**config.mk**
```make
export PLATFORM = sky130hd
export DESIGN_NAME = packet_tx_sequencer
export DESIGN_NICKNAME = d
export VERILOG_FILES = /design/src/rtl/osc_pkt_pkg.sv /design/src/rtl/gap_timer.sv /design/src/rtl/packet_tx_sequencer.sv
export SDC_FILE = /design/constraint.sdc
export NUM_CORES = 1
export LEC_CHECK = 0
export ABC_AREA = 1
export CORE_ASPECT_RATIO = 1.25
export CORE_MARGIN = 2
export CORE_UTILIZATION = 46
export DETAILED_ROUTE_END_ITERATION = 10
export PLACE_DENSITY = 0.73
export SYNTH_ARGS = -nofsm -noshare
export SYNTH_HDL_FRONTEND = slang
export SYNTH_HIERARCHICAL = 1
export SYNTH_SLANG_ARGS = --single-unit
```
**constraint.sdc**
```tcl
create_clock -name clk -period 1.3 [get_ports clk]
set_input_delay 0.195 -clock clk [delete_from_list [all_inputs] [get_ports clk]]
set_output_delay 0.195 -clock clk [all_outputs]
set_load 0.05 [all_outputs]
```
**src/rtl/osc_pkt_pkg.sv**
```systemverilog
// Shared types and constants for the oscilloscope packet path: sequencer states and packet framing.
package osc_pkt_pkg;

    typedef enum logic [2:0] {
        IDLE,
        LOAD,
        SEND,
        GAP,
        CSUM
    } seq_state_t;

    localparam logic [7:0] PKT_HEADER    = 8'd115;
    localparam int         PKT_NUM_BYTES = 13;
    localparam int         PKT_SEL_W     = 4;

endpackage

```
**src/rtl/gap_timer.sv**
```systemverilog
// Inter-packet gap down-counter: load arms GAP_CYCLES, done is high in the last counted cycle.
// Counts only while run is high; saturates at zero so it is clear whenever the gap is left.
module gap_timer #(
    parameter int GAP_CYCLES = 1000
) (
    input  logic clk,
    input  logic reset,
    input  logic load,
    input  logic run,
    output logic done
);
    localparam int CW = (GAP_CYCLES > 0) ? $clog2(GAP_CYCLES + 1) : 1;

    logic [CW-1:0] cnt;

    always_ff @(posedge clk) begin
        if (reset) begin
            cnt <= '0;
        end else if (load) begin
            cnt <= CW'(GAP_CYCLES);
        end else if (run && (cnt != '0)) begin
            cnt <= cnt - 1'b1;
        end
    end

    // Loaded value N is seen in the first gap cycle, so value 1 marks the Nth.
    assign done = (cnt == CW'(1));

endmodule

```
**src/rtl/packet_tx_sequencer.sv**
```systemverilog
// Walks select 0..NUM_BYTES-1, hands each byte to UART TX (>=2 clocks/byte, tx_valid/tx_data held until tx_ready), then idles GAP_CYCLES.
// Optional macro PKT_CHECKSUM_EN appends a running-XOR byte via the CSUM state; pkt_done then pulses on that byte.
module packet_tx_sequencer
    import osc_pkt_pkg::*;
#(
    parameter int NUM_BYTES  = PKT_NUM_BYTES,
    parameter int SEL_W      = PKT_SEL_W,
    parameter int GAP_CYCLES = 1000
) (
    input  logic             clk,
    input  logic             reset,
    input  logic             pkt_req,
    input  logic [7:0]       sel_data,
    output logic [SEL_W-1:0] select,
    output logic [7:0]       tx_data,
    output logic             tx_valid,
    input  logic             tx_ready,
    output logic             busy,
    output logic             pkt_done
);
    localparam logic [SEL_W-1:0] LAST_SEL = SEL_W'(NUM_BYTES - 1);
    localparam bit               HAS_GAP  = (GAP_CYCLES > 0);

    seq_state_t state;
    logic       last_accept;
    logic       gap_done;

`ifdef PKT_CHECKSUM_EN
    logic [7:0] csum;
    assign last_accept = (state == CSUM) && tx_ready;
`else
    assign last_accept = (state == SEND) && tx_ready && (select == LAST_SEL);
`endif

    gap_timer #(
        .GAP_CYCLES(GAP_CYCLES)
    ) u_gap_timer (
        .clk  (clk),
        .reset(reset),
        .load (last_accept),
        .run  (state == GAP),
        .done (gap_done)
    );

    always_ff @(posedge clk) begin
        if (reset) begin
            state    <= IDLE;
            select   <= '0;
            tx_data  <= '0;
            tx_valid <= 1'b0;
            busy     <= 1'b0;
            pkt_done <= 1'b0;
`ifdef PKT_CHECKSUM_EN
            csum     <= '0;
`endif
        end else begin
            pkt_done <= 1'b0;
            unique case (state)
                IDLE: begin
                    if (pkt_req) begin
                        state  <= LOAD;
                        select <= '0;
                        busy   <= 1'b1;
`ifdef PKT_CHECKSUM_EN
                        csum   <= '0;
`endif
                    end
                end
                LOAD: begin
                    tx_data  <= sel_data;
                    tx_valid <= 1'b1;
                    state    <= SEND;
                end
                SEND: begin
                    if (tx_ready) begin
                        tx_valid <= 1'b0;
`ifdef PKT_CHECKSUM_EN
                        csum     <= csum ^ tx_data;
`endif
                        if (select != LAST_SEL) begin
                            select <= select + 1'b1;
                            state  <= LOAD;
                        end else begin
`ifdef PKT_CHECKSUM_EN
                            // Checksum byte follows immediately; select parks on the last index.
                            tx_data  <= csum ^ tx_data;
                            tx_valid <= 1'b1;
                            state    <= CSUM;
`else
                            pkt_done <= 1'b1;
                            select   <= '0;
                            busy     <= HAS_GAP;
                            state    <= HAS_GAP ? GAP : IDLE;
`endif
                        end
                    end
                end
`ifdef PKT_CHECKSUM_EN
                CSUM: begin
                    if (tx_ready) begin
                        tx_valid <= 1'b0;
                        pkt_done <= 1'b1;
                        select   <= '0;
                        busy     <= HAS_GAP;
                        state    <= HAS_GAP ? GAP : IDLE;
                    end
                end
`endif
                GAP: begin
                    if (gap_done) begin
                        state <= IDLE;
                        busy  <= 1'b0;
                    end
                end
                default: begin
                    state <= IDLE;
                    busy  <= 1'b0;
                end
            endcase
        end
    end

endmodule
```
== Word level (Yosys, flattened, before mapping) ==
Cells that the tools add are included.

* Multiplexer cells: 19
* Add/sub/neg operators: 2
* Reductions and logical operators: 14
* Multipliers: 0
* Eq/ne operators: 10
* Shifts and indexed selects: 0
* Bitwise gates (word level): 3
* Div/mod/pow operators: 0
* Magnitude comparators: 0

{| class="wikitable"
|+ Operators by type and width
! cell !! count
|-
| 10-bit 2-to-1 mux || 2
|-
| 4-bit 2-to-1 mux || 3
|-
| 3-bit one-hot mux with 4 select lines || 1
|-
| 10-bit by 1-bit equality test with 1-bit output, second input constant || 1
|-
| 10-bit nonzero test || 1
|-
| 10-bit by 1-bit subtractor with 10-bit output, second input constant || 1
|-
| 3-bit 2-to-1 mux || 3
|-
| 2-bit inequality test, second input constant || 4
|-
| 4-bit one-hot mux with 2 select lines || 1
|-
| 3-bit by 2-bit equality test with 1-bit output, second input constant || 2
|-
| 1-bit 2-to-1 mux || 6
|-
| 3-bit AND reduction || 2
|-
| 2-bit nonzero test || 3
|-
| 5-bit AND reduction || 1
|-
| 4-bit by 1-bit adder with 4-bit output, second input constant || 1
|-
| 4-bit equality test, second input constant || 1
|-
| 4-bit inequality test, second input constant || 1
|-
| 1-bit one-hot mux with 4 select lines || 1
|-
| 3-bit by 1-bit equality test with 1-bit output, second input constant || 1
|-
| 1-bit logical AND || 3
|-
| 3-bit logical NOT || 1
|-
| 1-bit NOT || 3
|-
| 3-bit OR reduction || 1
|-
| 2-bit 2-to-1 mux || 1
|-
| 3 further kinds || 3
|}

* Logic and storage cells: 56
* RAM bits: 0
* Latch bits: 0
* Register bits: 28
* Memories: 0
* Bits in read-only memories: 0

== Longest topological paths before layout ==
Gate-level depths: netlist of the first run.

* Depth after elaboration: 4
* Depth in mapped cells: 11
* Depth with buffers taken out: 10

== By module ==
Netlist of the first run, hierarchy kept.

{| class="wikitable"
|+ By module, submodules not included
! module !! cells an instance !! sequential area each (sq um) !! area an instance (sq um) !! instances
|-
| packet_tx_sequencer || 102 || 340.3 || 748.2 || 1
|-
| gap_timer || 94 || 200.2 || 645.6 || 1
|}

== Least setup slack after synthesis of the first run ==
Ideal clock, no wire load.

* Path type: reg-to-reg
* Start: register select[0]
* End: register u_gap_timer.cnt[0]
* Cell stages (with the launch flop): 8
* Arrival: 1,498 ps
* Clock period less this slack: 1,568 ps
* Path slack: -268 ps
* Path buffers: 0
* Cells stage by stage: dfxtp_1 > inv_1 > ha_1 > nand3_1 > nor2_1 > nor2_1 > o21ai_0 > a21oi_1

* Longest elaborated chain between the ends: 3

{| class="wikitable"
|+ RTL lines
! element !! line !! RTL
|-
| from (decl) || packet_tx_sequencer.sv:14 || <nowiki>output logic [SEL_W-1:0] select,</nowiki>
|-
| from (signal assigned) || packet_tx_sequencer.sv:81 || <nowiki>select <= select + 1'b1;</nowiki>
|-
| 4-bit equality test || packet_tx_sequencer.sv:32 || <nowiki>assign last_accept = (state == SEND) && tx_ready && (select == LAST_SEL);</nowiki>
|-
| 1-bit logical AND || packet_tx_sequencer.sv:32 ||
|-
| via last_accept || packet_tx_sequencer.sv:25 || <nowiki>logic last_accept;</nowiki>
|-
| 2-bit OR reduction (no source line) || - ||
|-
| to (signal assigned) || gap_timer.sv:20 || <nowiki>cnt <= CW'(GAP_CYCLES);</nowiki>
|-
| to (signal assigned) || gap_timer.sv:22 || <nowiki>cnt <= cnt - 1'b1;</nowiki>
|-
| to (decl) || gap_timer.sv:14 || <nowiki>logic [CW-1:0] cnt;</nowiki>
|}

The timed path passes the listed nets, and every way through them passes these cells.
A chain may end at the register's enable or synchronous reset.

== Worst setup path in the final report of the first run ==
* Start: register u_gap_timer.cnt[6]
* End: register u_gap_timer.cnt[8]

* Longest elaborated chain between the ends: 3
* Elaborated cells between the ends (all ways): 6
* Classes of those cells: 1 x add/sub; 2 x mux; 3 x reduce/logical

{| class="wikitable"
|+ RTL lines
! element !! line !! RTL
|-
| 10-bit by 1-bit subtractor with 10-bit output or 10-bit nonzero test (tied branches) || gap_timer.sv:22, gap_timer.sv:21 ||
|-
| 10-bit 2-to-1 mux or 1-bit logical AND (tied branches) || gap_timer.sv:21 || <nowiki>end else if (run && (cnt != '0)) begin</nowiki>
|-
| 10-bit 2-to-1 mux or 2-bit nonzero test (tied branches) || - ||
|}

Parallel ways exist; a longest one is shown, timed or not. The select of a mux whose other input is x is not followed.

==> metrics, run 1 <==
share of layout cells above drive strength 1 0.3934; clk_skew 0.006807 ns; CP max FO 3; Root Buffer clkbuf_4; Tmin final 1.318 ns; Syn Inst Count 196; crit end category register; Synth cell types 24; post-synthesis async set-or-reset flop share 0; DR WL met3 119 um; Residual DRC 0; CP Cell Sequence nor2_2 > nand2_2 > nor2_4 > buf_4 > nand3_1 > nand2_1 > nand3_1 > nand2_1 > inv_1; Final Util 0.7496; Rows 22; Max clock buf depth 2; Max Clk Rate 758.5 MHz; setup TNS -0.02757 ns; Antenna Cells 0; die footprint 0.003489 mm2; syn_area_per_cell 7.111 um2; WL final 3231 um; hpwl dp 2294 um; vias per cell 4.893; Syn Nets 212; Vias 1370; mapped cell area 0.001394 mm2; overall routing resource usage 0.2021; Crit Path Category register to register; clock-pin slew on the worst setup and hold paths 0.14 ns; DR pass1 iterations 5; Post-DRT Antenna Nets 0; Syn. warnings 6; sequential share of the synthesized area 0.3878; max incr delay on CP 0.37 ns; outcome complete, but fails checks; Top Ports 27; CP max stage cell dfxtp_1; grt total ovfl 0; core box area 0.002918 mm2; Slew @ Worst Pin 0.3113 ns; failing checks setup timing; GPL Wtd Cong 0.7695; Synth Register Bits 27; endpoints failing hold 0; top sig layer met4; Initial Util 0.4777; most used flip-flop cell after synthesis dfxtp_1; first-pass GRT wire length 5278 um; hold buffers post-CTS 0; leakage 0.0009878 uW; I/O Buffers 26; Metal-1 WL 1289 um; initial antenna violation count 0; pwr dens 897.1 mW/mm2; hold crit path type primary input to register; initial drt markers 33; Req. time, crit path 1.54 ns; Met2 Routed Length 1760 um; RSZ-0062 raised after global routing yes; fin nets 261; Area Growth Syn to Fin 56.91%; Setup-failing EPs final 2; VDD IR max 0.0007404 V; R2R Setup Slk -0.02 ns; Slew HR 0.7923; Worst-Skew Late Latency 0.33 ns; Filler Cell Count 217; CP Data Arrival Time 1.56 ns; Post-synth EDFFs 0; CTS buffer count 3; Slew Viols, Final 0; Avg WL per Cell 11.54 um; H-tree levels 1; fin crit share 1.014; fin worst setup slack -0.01847 ns; crit start category register; Num Clock Sinks 27; vias in the first global route 1292; Die Ht 65.55 um; maxcap violations 0; Die Wd 53.24 um; CTS tree done; largest net degree at the start of global routing 16
-- per-stage QoR --
stage	worst slack (ns)	instance area (um2)	instances	power, uW	hold slack [ns]
finish	-0.01847	2187	280	1962	0.4690
global route	-0.1521	2187	280	2076	0.4861
CTS	-0.003096	2077	278	1965	0.4580
detailed placement	-0.05482	1986	272	1599	0.4920
global placement	-0.04461	1986	272	1593	0.4869
floorplan	0.02760	1416	196	1285	0.2641
-- cell type report --
class | instances | area [um2] | share of cell area
Multi-Input combinational cell | 134 | 852.1 | 0.3896
Timing Repair Buffer | 47 | 584.3 | 0.2672
Sequential cell | 27 | 555.5 | 0.2540
Inverter | 32 | 122.6 | 0.05606
Tap cell | 36 | 45.04 | 0.02059
Clock buffer | 3 | 22.52 | 0.01030
Clock inverter | 1 | 5.005 | 0.002288
-- worst paths after layout --
path | depth (start not counted) | from | endpoint
worst max-delay path | 9 | u_gap_timer/cnt[6]$_SDFFE_PP0P_ | u_gap_timer/cnt[8]$_SDFFE_PP0P_
worst min-delay path | 3 | sel_data[6] | tx_data[6]$_SDFFE_PP0P_
worst max register to register | 9 | u_gap_timer/cnt[6]$_SDFFE_PP0P_ | u_gap_timer/cnt[8]$_SDFFE_PP0P_
worst min register to register | 2 | tx_valid$_SDFFE_PP0P_ | tx_valid$_SDFFE_PP0P_
-- power breakdown --
group          internal, uW  switching (uW)  total (uW)
clock                   115             245         361
sequential              886            57.7         943
combinational           304             354         658
-- cell usage in the layout (no fill, tap or decap) --
| cell type | netlist | routed |
|---|---|---|
| inv_1 | 31 | 28 |
| nand2_1 | 28 | 26 |
| nor2_1 | 33 | 24 |
| dfxtp_1 | 27 | 19 |
| buf_4 | 0 | 19 |
| buf_12 | 0 | 16 |
| clkdlybuf4s50_1 | 0 | 11 |
| o21ai_0 | 13 | 10 |
| nand3_2 | 2 | 9 |
| nand3_1 | 17 | 9 |
| nand2_2 | 6 | 8 |
| a21oi_1 | 10 | 8 |
| nor2_2 | 2 | 8 |
| dfxtp_2 | 0 | 6 |
| nor2_4 | 2 | 5 |
| nand2_4 | 4 | 5 |
| nand4_1 | 5 | 5 |
| inv_2 | 1 | 3 |
| clkbuf_4 | 0 | 3 |
| dfxtp_4 | 0 | 2 |
| o21ai_1 | 0 | 2 |
| a21oi_2 | 0 | 2 |
| ha_4 | 0 | 2 |
| nand3_4 | 0 | 1 |
| nor3_2 | 0 | 1 |
| nand3b_1 | 1 | 1 |
| o21bai_1 | 1 | 1 |
| nor3_1 | 2 | 1 |
| xor2_1 | 2 | 1 |
| ha_2 | 0 | 1 |
| ha_1 | 4 | 1 |
| clkinv_2 | 0 | 1 |
| inv_4 | 0 | 1 |
| xor2_2 | 0 | 1 |
| o21ai_2 | 0 | 1 |
| xnor2_1 | 1 | 1 |
| buf_6 | 1 | 1 |
-- registers in the layout, summed over array words and instances (netlist names) --
| signal | flops |
|---|---|
| select | 4 |
| tx_data | 8 |
| state | 2 |
| u_gap_timer/cnt | 10 |
| pkt_done | 1 |
| busy | 1 |
| tx_valid | 1 |
-- synthesized netlist by cell type, types with 2 or more instances --
cell type | n | area share
nand2_1 | 28 | 0.075
nand3_1 | 17 | 0.061
dfxtp_1 | 27 | 0.39
nand2_4 | 4 | 0.032
nand2_2 | 6 | 0.027
nor3_1 | 2 | 0.0072
o21ai_0 | 13 | 0.047
a21oi_1 | 10 | 0.036
xor2_1 | 2 | 0.013
inv_1 | 31 | 0.083
nand3_2 | 2 | 0.014
nor2_4 | 2 | 0.016
nand4_1 | 5 | 0.022
nor2_2 | 2 | 0.0090
ha_1 | 4 | 0.036
nor2_1 | 33 | 0.089
-- cells by family (layout without fill, tap and decap cells) --
| family | count (synthesis) | after routing | share of synthesized area |
|---|---|---|---|
| and+or+nand+nor | 102 | 103 | 0.3591 |
| buffers and inverters | 36 | 83 | 0.1104 |
| DFF | 27 | 27 | 0.3878 |
| AOI/OAI and AO/OA | 24 | 24 | 0.08797 |
| adders and majority gates | 4 | 4 | 0.03591 |
| xor gates and xnor gates | 3 | 3 | 0.01885 |
-- worst max-delay path: cells and delay by family, from the launching register on --
family                 cells  cell delay [ns]
and+or+nand+nor            7             0.70
buffers and inverters      2             0.17
DFF                        1             0.37
-- routing by layer --
layer | vias to the layer above | GRT usage
met5 | - | 0
met4 | 0 | 0.09615
met3 | 6 | 0.04091
met2 | 34 | 0.3519
met1 | 616 | 0.2276
li1 | 714 | -
-- what timing repair did --
| action | in CTS | in global routing |
|---|---|---|
| resized for setup | 14 | 28 |
| pin swaps | 6 | 12 |
| cloned | 0 | 1 |
| buffers inserted | 2 | 1 |
| endpoints found under the setup margin | 11 | 20 |
Power figures use the tool's default switching activity.
==> run 2: changes to the inputs <==
ABC_AREA = default   (was 1)
==> metrics, run 2 <==
outcome complete, but fails checks (unchanged); failing checks setup timing (unchanged); Crit Path Category register to register (unchanged); overall routing resource usage 0.2765 (was 0.2021); top cells by area, synth dfxtp_1 38%, mux2i_1 6.4%, nor2_1 4.2%, a311oi_1 3.7%, ha_1 3.5% (was dfxtp_1 39%, nor2_1 8.9%, inv_1 8.3%, nand2_1 7.5%, nand3_1 6.1%); area occupied by multi-input gates 0.001018 mm2 (was 852.1 um2); Final Util 0.8751 (was 0.7496); Power Total 1914 uW (was 1962 uW); Slew Viols, Final 0 (unchanged); Reg area 560.5 um2 (was 555.5 um2); Slew @ Worst Pin 0.3800 ns (was 0.3113 ns); Slew HR 0.7431 (was 0.7923); largest net degree at the start of global routing 23 (was 16); most area-hungry cell type in the Yosys netlist dfxtp_1 (unchanged); hold buffers post-CTS 0 (unchanged); hpwl dp 3193 um (was 2294 um); Max clock buf depth 2 (unchanged); final instance area 0.002577 mm2 (was 0.002187 mm2); syn_area_per_cell 9.071 um2 (was 7.111 um2); Die Wd 53.61 um (was 53.24 um); most frequent cells after synthesis 27 x dfxtp_1, 16 x nor2_1, 9 x inv_1, 9 x mux2i_1, 7 x a21oi_1 (was 33 x nor2_1, 31 x inv_1, 28 x nand2_1); vias in the first global route 1570 (was 1292); leakage 0.001034 uW (was 0.0009878 uW); Die Ht 66.01 um (was 65.55 um); Top Ports 27 (unchanged); Post-DP Area 0.002283 mm2 (was 0.001986 mm2); grt total ovfl 0 (unchanged); H-tree levels 1 (unchanged); vias per cell 6.122 (was 4.893); Root Buffer clkbuf_4 (unchanged); Vias 1653 (was 1370); crit start category register (unchanged); I/O Buffers 26 (unchanged); leading cell types in the layout, fill and taps excluded 44 x buf_4, 15 x dfxtp_1, 15 x buf_12, 14 x nor2_1, 12 x buf_6 (was 28 x inv_1, 26 x nand2_1, 24 x nor2_1, 19 x dfxtp_1, 19 x buf_4); Rows 22 (unchanged); max reg flops 10 (unchanged); post-synthesis async set-or-reset flop share 0 (unchanged); commonest non-fill, non-tap cell in the layout buf_4 (was inv_1); fin nets 251 (was 261); area share of the largest cell type after synthesis 0.3820 (was 0.3878); clock-pin slew on the worst setup and hold paths 0.17 ns (was 0.14 ns); Avg WL per Cell 19.41 um (was 11.54 um); Setup-failing EPs final 14 (was 2); Area Growth Syn to Fin 82.14% (was 56.91%); CTS buffer count 3 (unchanged); Top reg by flops u_gap_timer/cnt (unchanged); sequential share of the synthesized area 0.3820 (was 0.3878); Residual DRC 0 (unchanged); pre-CTS setup slack -0.3496 ns (was -0.05482 ns); die footprint 0.003539 mm2 (was 0.003489 mm2); most used flip-flop cell after synthesis dfxtp_1 (unchanged); CP Data Arrival Time 1.90 ns (was 1.56 ns); GPL Wtd Cong 0.8719 (was 0.7695); fin crit share 1.229 (was 1.014); crit end category register (unchanged); Worst-Skew Late Latency 0.35 ns (was 0.33 ns); Filler Cell Count 134 (was 217); Max Clk Rate 625.7 MHz (was 758.5 MHz); hold crit path type primary input to register (unchanged); initial antenna violation count 0 (unchanged); Synth cell types 47 (was 24); DR pass1 iterations 4 (was 5); first-pass GRT wire length 7107 um (was 5278 um); core box area 0.002945 mm2 (was 0.002918 mm2); fin worst setup slack -0.2982 ns (was -0.01847 ns); cell with the most instances after synthesis dfxtp_1 (was nor2_1); RSZ-0062 raised after global routing yes (unchanged); Placed Cells incl. Taps 256 (was 272); Tmin final 1.598 ns (was 1.318 ns); pwr dens 742.5 mW/mm2 (was 897.1 mW/mm2); WL final 5240 um (was 3231 um); top flop regs u_gap_timer/cnt x10, tx_data x8, select x4 (unchanged); Req. time, crit path 1.60 ns (was 1.54 ns); CP max FO 2 (was 3); Syn. warnings 6 (unchanged); Post-synth EDFFs 0 (unchanged); initial drt markers 67 (was 33); maxcap violations 0 (unchanged); Syn Inst Count 156 (was 196); Syn Nets 172 (was 212); CTS tree done (unchanged); VDD IR max 0.0005231 V (was 0.0007404 V); Num Clock Sinks 27 (unchanged); Initial Util 0.4805 (was 0.4777); post-route insts no fill 270 (was 280); Synth Register Bits 27 (unchanged); mapped cell area 0.001415 mm2 (was 0.001394 mm2); Post-DRT Antenna Nets 0 (unchanged); clk_skew 0.004398 ns (was 0.006807 ns); share of layout cells above drive strength 1 0.5556 (was 0.3934); endpoints failing hold 0 (unchanged); Antenna Cells 0 (unchanged)
==> run 2: worst max-delay path, cell delays in order, from the launching register on <==
cell	delay, ns
dfxtp_2	0.36
or4_4	0.55
or4_4	0.55
o211ai_2	0.08
==> run 2: timing repair <==
| action | CTS | global route |
|---|---|---|
| gates resized for setup | 22 | 22 |
| setup buffers | 8 | 4 |
| gates cloned | 0 | 0 |
| pin swaps | 14 | 13 |
| setup endpoints to repair | 16 | 23 |
==> run 2: worst paths after layout <==
kind	startpoint	to	slack [ns]	depth (start not counted)
setup / recovery	u_gap_timer/cnt[6]$_SDFFE_PP0P_	u_gap_timer/cnt[0]$_SDFFE_PP0P_	-0.30	3
hold / removal	sel_data[4]	tx_data[4]$_SDFFE_PP0P_	0.45	3
setup reg to reg	u_gap_timer/cnt[6]$_SDFFE_PP0P_	u_gap_timer/cnt[0]$_SDFFE_PP0P_	-0.30	3
hold reg to reg	tx_valid$_SDFFE_PP0P_	tx_valid$_SDFFE_PP0P_	0.57	2
==> run 2: kinds of logic (layout without fill, tap and decap cells) <==
group	count (synthesis)	count (layout)	share of synthesized area
AND/OR/NAND/NOR	59	59	0.2555
adder cells (fa/ha/maj)	4	4	0.03537
XOR/XNOR	1	1	0.006190
flip-flops	27	27	0.3820
buffers and inverters	18	96	0.05747
multiplexers	10	10	0.07427
AO/OA/AOI/OAI	37	37	0.1892
==> run 2: report_power, final <==
group / switching, uW / internal (uW) / leakage, uW
clock network: 293 / 121 / 0.0000183
registers: 34.7 / 858 / 0.000226
logic: 282 / 325 / 0.000790
==> run 2: through the flow <==
step                hold WS, ns  TNS [ns]
finish                   0.4450    -2.548
global route             0.4420    -3.161
CTS                      0.4688    -2.031
detailed placement       0.5455    -3.609
global placement         0.5173    -3.312
floorplan                0.3422    -1.705
==> run 2: final cells by class <==
| type | instances | area share |
|---|---|---|
| clock inverters | 1 | 0.002427 |
| inverters | 9 | 0.01311 |
| flip-flops and latches | 27 | 0.2175 |
| well taps | 36 | 0.01748 |
| clock buffers | 3 | 0.008738 |
| repair buffers | 83 | 0.3456 |
| multi-input cells | 111 | 0.3951 |
==> run 2: layer usage <==
layer / wire (um) / global-route usage / part of all wire
met1: 1986 / 0.3055 / 0.38
met2: 2799 / 0.5046 / 0.53
met3: 209 / 0.03620 / 0.040
met4: 244 / 0.1250 / 0.047
met5: 0 / 0 / 0
